[config.mk]
export PLATFORM = sky130hd
export DESIGN_NAME = timer_counter
export DESIGN_NICKNAME = d
export VERILOG_FILES = /design/src/rtl/timer_counter_pkg.sv /design/src/rtl/timer_counter.sv
export SDC_FILE = /design/constraint.sdc
export NUM_CORES = 1
export LEC_CHECK = 0
export BUFFER_PORTS_ARGS = -buffer_cell sky130_fd_sc_hd__buf_2
export CAP_MARGIN = 15
export CORE_UTILIZATION = 35
export DETAILED_ROUTE_END_ITERATION = 16
export SLEW_MARGIN = 30
export SYNTH_ARGS = -nofsm -noshare
export SYNTH_HDL_FRONTEND = slang
export SYNTH_SLANG_ARGS = --single-unit
[constraint.sdc]
create_clock -name clk -period 4.95 [get_ports clk]
set_input_delay 0.7425 -clock clk [delete_from_list [all_inputs] [get_ports clk]]
set_output_delay 0.7425 -clock clk [all_outputs]
set_load 0.005 [all_outputs]
[src/rtl/timer_counter_pkg.sv]
// Shared definitions for the memory-mapped timer/counter: register offsets,
// CTRL bit positions, MODE encodings and the controller state enum.
package timer_counter_pkg;

  localparam logic [1:0] OFF_CTRL   = 2'd0;
  localparam logic [1:0] OFF_PRESET = 2'd1;
  localparam logic [1:0] OFF_COUNT  = 2'd2;
  localparam logic [1:0] OFF_RSVD   = 2'd3;

  localparam int CTRL_EN      = 0;
  localparam int CTRL_MODE_LO = 1;
  localparam int CTRL_MODE_HI = 2;
  localparam int CTRL_IM      = 3;
  localparam int CTRL_WIDTH   = 4;

  typedef enum logic [1:0] {
    MODE_ONESHOT  = 2'd0,
    MODE_PERIODIC = 2'd1,
    MODE_RSVD2    = 2'd2,
    MODE_RSVD3    = 2'd3
  } mode_e;

  typedef enum logic [1:0] {
    ST_IDLE = 2'd0,
    ST_LOAD = 2'd1,
    ST_CNT  = 2'd2,
    ST_INT  = 2'd3
  } state_e;

endpackage

[src/rtl/timer_counter.sv]
// Memory-mapped down-counting timer with one-shot and periodic modes and a
// maskable interrupt; CTRL/PRESET writes are merged per byte lane.
module timer_counter
  import timer_counter_pkg::*;
#(
  parameter logic [31:0] BASE_ADDR = 32'h0000_7F00
) (
  input  logic        clk,
  input  logic        reset,
  input  logic [31:0] addr,
  input  logic [3:0]  byteen,
  input  logic [31:0] wdata,
  output logic [31:0] rdata,
  output logic        irq
);

  logic [CTRL_WIDTH-1:0] ctrl;
  logic [31:0]           preset;
  logic [31:0]           count;
  logic                  irq_flag;
  state_e                state;

  logic                  sel;
  logic [1:0]            off;
  logic                  wr_ctrl;
  logic                  wr_preset;
  logic                  wr_any;
  logic [CTRL_WIDTH-1:0] ctrl_merged;
  logic [31:0]           preset_merged;
  mode_e                 mode;
  logic                  unused_addr_bits;

  assign sel       = (addr[31:4] == BASE_ADDR[31:4]);
  assign off       = addr[3:2];
  assign wr_ctrl   = sel && (off == OFF_CTRL)   && (byteen != 4'b0000);
  assign wr_preset = sel && (off == OFF_PRESET) && (byteen != 4'b0000);
  assign wr_any    = wr_ctrl || wr_preset;
  assign mode      = mode_e'(ctrl[CTRL_MODE_HI:CTRL_MODE_LO]);

  // Byte addressing within a word is irrelevant to this word-wide window.
  assign unused_addr_bits = ^addr[1:0];

  // NOTE: every always_comb output gets a default first so no latch is inferred.
  always_comb begin
    preset_merged = preset;
    for (int i = 0; i < 4; i++) begin
      if (byteen[i]) preset_merged[8*i +: 8] = wdata[8*i +: 8];
    end
    ctrl_merged = byteen[0] ? wdata[CTRL_WIDTH-1:0] : ctrl;
  end

  always_comb begin
    rdata = '0;
    if (sel) begin
      case (off)
        OFF_CTRL:   rdata = {{(32-CTRL_WIDTH){1'b0}}, ctrl};
        OFF_PRESET: rdata = preset;
        OFF_COUNT:  rdata = count;
        default:    rdata = '0;
      endcase
    end
  end

  // A CPU write to CTRL/PRESET always wins over the counting sequence: it
  // retires any pending interrupt and parks the controller in IDLE.
  // NOTE: sequential state is updated with non-blocking assignments only.
  always_ff @(posedge clk) begin
    if (reset) begin
      ctrl     <= '0;
      preset   <= '0;
      count    <= '0;
      irq_flag <= 1'b0;
      state    <= ST_IDLE;
    end else if (wr_any) begin
      if (wr_ctrl)   ctrl   <= ctrl_merged;
      if (wr_preset) preset <= preset_merged;
      irq_flag <= 1'b0;
      state    <= ST_IDLE;
    end else begin
      case (state)
        ST_IDLE: begin
          if (ctrl[CTRL_EN]) state <= ST_LOAD;
        end
        ST_LOAD: begin
          count <= preset;
          state <= ST_CNT;
        end
        ST_CNT: begin
          if (!ctrl[CTRL_EN]) begin
            state <= ST_IDLE;
          end else if (count > 32'd1) begin
            count <= count - 32'd1;
          end else begin
            // PRESET of 0 or 1 both expire here, one edge after LOAD.
            count    <= '0;
            irq_flag <= 1'b1;
            state    <= ST_INT;
          end
        end
        ST_INT: begin
          if (mode == MODE_PERIODIC) begin
            irq_flag <= 1'b0;
            state    <= ST_LOAD;
          end else begin
            ctrl[CTRL_EN] <= 1'b0;
            state         <= ST_IDLE;
          end
        end
        default: state <= ST_IDLE;
      endcase
    end
  end

  assign irq = ctrl[CTRL_IM] & irq_flag;

endmodule

==> qor.yml <==
synth_fa_ha_area_share_pct: 1.59
clkTransAtPathRegs_ns: 0.06
antenna_found_initial: 0
synthesis.area_mm2: 0.00471
crit_buf_inv: 3
yosysTopAreaCell: "dfxtp_1"
synth_compound_area_share_pct: 25.3
slew_headroom_pct: 39.1
cellLeakagePower_nw: 1.93
tns_ns: 0
area_growth_pct: 18.6
start_util_pct: 35.7
grt_overflow: 0
hold_viol: 0
synth_area_per_cell_um2: 8.05
status: "finished clean"
ys_warn_count: 0
period_needed_ns: 3.17
cpLargestDelayFamily: "simple AND/OR/NAND/NOR gates"
io_pins: 103
irDropWorstVdd_uv: 216
grt_first_pass_wirelength_um: 24100
ctsRootBufferMaster: "clkbuf_16"
muxShareOfSynthArea_pct: 8.92
path_class: "in -> out"
fin_nets: 728
io_buffers: 100
yosysSeqAreaShare_pct: 30.2
dieHeight_um: 118
fin_skew_ns: 0.00894
die_x_um: 118
diodes: 0
viasPerCell: 5.93
grt.total_usage_pct: 21.2
grt_pass1_vias: 4717
cts_sinks: 71
die_area_mm2: 0.0139
ys_async_sr_fraction_pct: 0
p_per_area_mw_per_mm2: 344
drcViolationCount: 0
cts_setup_buffers: 0
post_cts_resized: 0
cts_made_buffers: 9
detail-route-antenna-nets: 0
synth_nets: 661
worstSetupStartpointType: "input port"
wl_um: 14500
synth_cells: 585
dp_hpwl_um: 9890
synth_edf_count: 0
crit_arrival_ns: 2.43
hp-class: "reg -> reg"
cts_max_level: 3
wl_per_cell_um: 17.4
clock_path_buffers: 2
vias: 4937
gp_congestion: 0.834
endpoint_kind: "primary output"
synth_cell_type_count: 59
ys_seq_elements: 71
row_count: 42
fin_ws_ns: 1.78
yosys-top-cells-area: "dfxtp_1 30%, mux2i_1 8.9%, nor2_1 6.9%, a22oi_1 6.7%, o32ai_1 4.1%"
core-area_mm2: 0.0132
first_pass_iters: 7
synthDominantCellAreaShare_pct: 30.2
max_freq_mhz: 315
max_slew.worst_pin.slew_ns: 0.906
crit_top_cell: "buf_2"
path_max_fanout: 32
rsz0062_at_grt: "false"
synth_top_family_by_area: "simple AND/OR/NAND/NOR gates"
finalInstanceArea_mm2: 0.00559
crit_required_ns: 4.21
holdBufCountCts: 0
post-place-cells: 817
setup_viol: 0
synth-simple-area-share_pct: 26.9
total_power_mw: 1.92
cp_slowest_stage_delay_ns: 0.65
clock_latency_ns: 0.34
synthFlopType: "dfxtp_1"
drv_cap: 0
cts_tree: "built"
crit_path_cell_trace: "buf_2 > or4b_2 > nor3_1 > nand2_1 > buf_4 > nor2_1 > buf_2"
drive_above_1_share_pct: 21.8
first_iter_violations: 340
cp_slowest_cell: "or4b_2"
synth-xor-area-share_pct: 0
drv_slew: 0
dp_slack_ns: 1.66
finalCritPeriodShare_pct: 64.1
placed_cell_area_mm2: 0.00529
final_cell_count_no_fill: 833
grt_max_degree: 66
==> stage by stage <==
stage | hold slack, ns | utilization (%)
2_1_floorplan | 0.471 | -
3_5_place_dp | 0.493 | 40.1
4_1_cts | 0.503 | 42.4
5_1_grt | 0.521 | 42.4
6_report | 0.509 | 42.4
3_3_place_gp | 0.494 | 40.1
==> final timing paths <==
path	slack [ns]	endpoint	cells past startpoint	startpoint
worst min-delay path	0.51	count[0]$_SDFFE_PP0P_	2	preset[0]$_SDFFE_PP0P_
worst max-delay path	1.78	rdata[0]	7	addr[15]
worst max register to register	2.06	count[15]$_SDFFE_PP0P_	6	count[11]$_SDFFE_PP0P_
worst min register to register	0.51	count[0]$_SDFFE_PP0P_	2	preset[0]$_SDFFE_PP0P_
==> power breakdown <==
part,switching (mW),internal [mW]
clock network,0.259,0.403
logic,0.460,0.198
registers,0.0182,0.583
==> tightest hold or removal path, stage by stage, from the launching register on <==
cell      delay (ns)
dfxtp_1         0.32
nand2_1         0.06
a311oi_1        0.08
==> sequential cells by signal (all words and copies together), names as in the netlist <==
register,flops
irq_flag,1
state,2
count,32
preset,32
ctrl,4
==> layout by cell type, fill, tap and decap left out, types with 6 or more instances in the layout <==
cell type,netlist,layout
buf_2,5,100
nor2_1,86,86
dfxtp_1,71,71
a22oi_1,42,42
mux2i_1,42,42
inv_1,31,31
nor3_1,24,23
o32ai_1,22,22
nor4_1,21,21
nand2_1,18,18
a21oi_1,18,18
a211oi_1,16,16
nand3_1,11,11
a311oi_1,9,9
clkbuf_16,0,9
buf_4,0,9
nor2b_1,10,8
nand4_1,7,7
or4_1,6,6
o211ai_1,6,6
o21ai_0,7,6
ha_1,6,6
==> cells by family (layout without fill, tap and decap cells) <==
group | Yosys count | in the layout
and+or+nand+nor | 227 | 227
AOI/OAI and AO/OA | 155 | 155
buffers and inverters | 84 | 156
DFF | 71 | 71
muxes | 42 | 42
adders and majority gates | 6 | 6
==> layout make-up <==
cell class / instances / area (µm²)
Timing Repair Buffer: 109 / 568
Sequential cell: 71 / 1420
Clock buffer: 11 / 243
Tap cell: 176 / 220
Clock inverter: 5 / 57.6
Fill cell: 1330 / 7600
Inverter: 31 / 116
Multi-Input combinational cell: 430 / 2960
==> per-layer routing <==
layer  track usage (%)  part of all wire (%)
met5                 0                     0
met4              5.69                  0.98
met3              3.83                   5.1
met2              35.0                    48
met1              28.2                    46
==> synth_stat cells, types with 3 or more instances <==
| library cell | instances |
|---|---|
| o211ai_1 | 6 |
| o41a_1 | 4 |
| nand4_1 | 7 |
| nor2b_1 | 10 |
| nor4_4 | 4 |
| inv_1 | 31 |
| buf_2 | 5 |
| nor4b_1 | 4 |
| a22oi_1 | 42 |
| o21ai_0 | 7 |
| a41oi_1 | 4 |
| a211oi_1 | 16 |
| o32ai_1 | 22 |
| nor3_1 | 24 |
| or3_1 | 5 |
| nor4_1 | 21 |
| or4_1 | 6 |
| and2_1 | 3 |
| nand3_1 | 11 |
| nor4_2 | 3 |
| nor2_1 | 86 |
| a21oi_1 | 18 |
| nand2_1 | 18 |
| a311oi_1 | 9 |
| o221ai_1 | 4 |
| ha_1 | 6 |
| dfxtp_1 | 71 |
| o31a_1 | 3 |
| a31oi_1 | 5 |
| mux2i_1 | 42 |
| nand2b_1 | 5 |
| o2111ai_1 | 4 |
| clkbuf_1 | 45 |
Power figures use the tool's default switching activity.
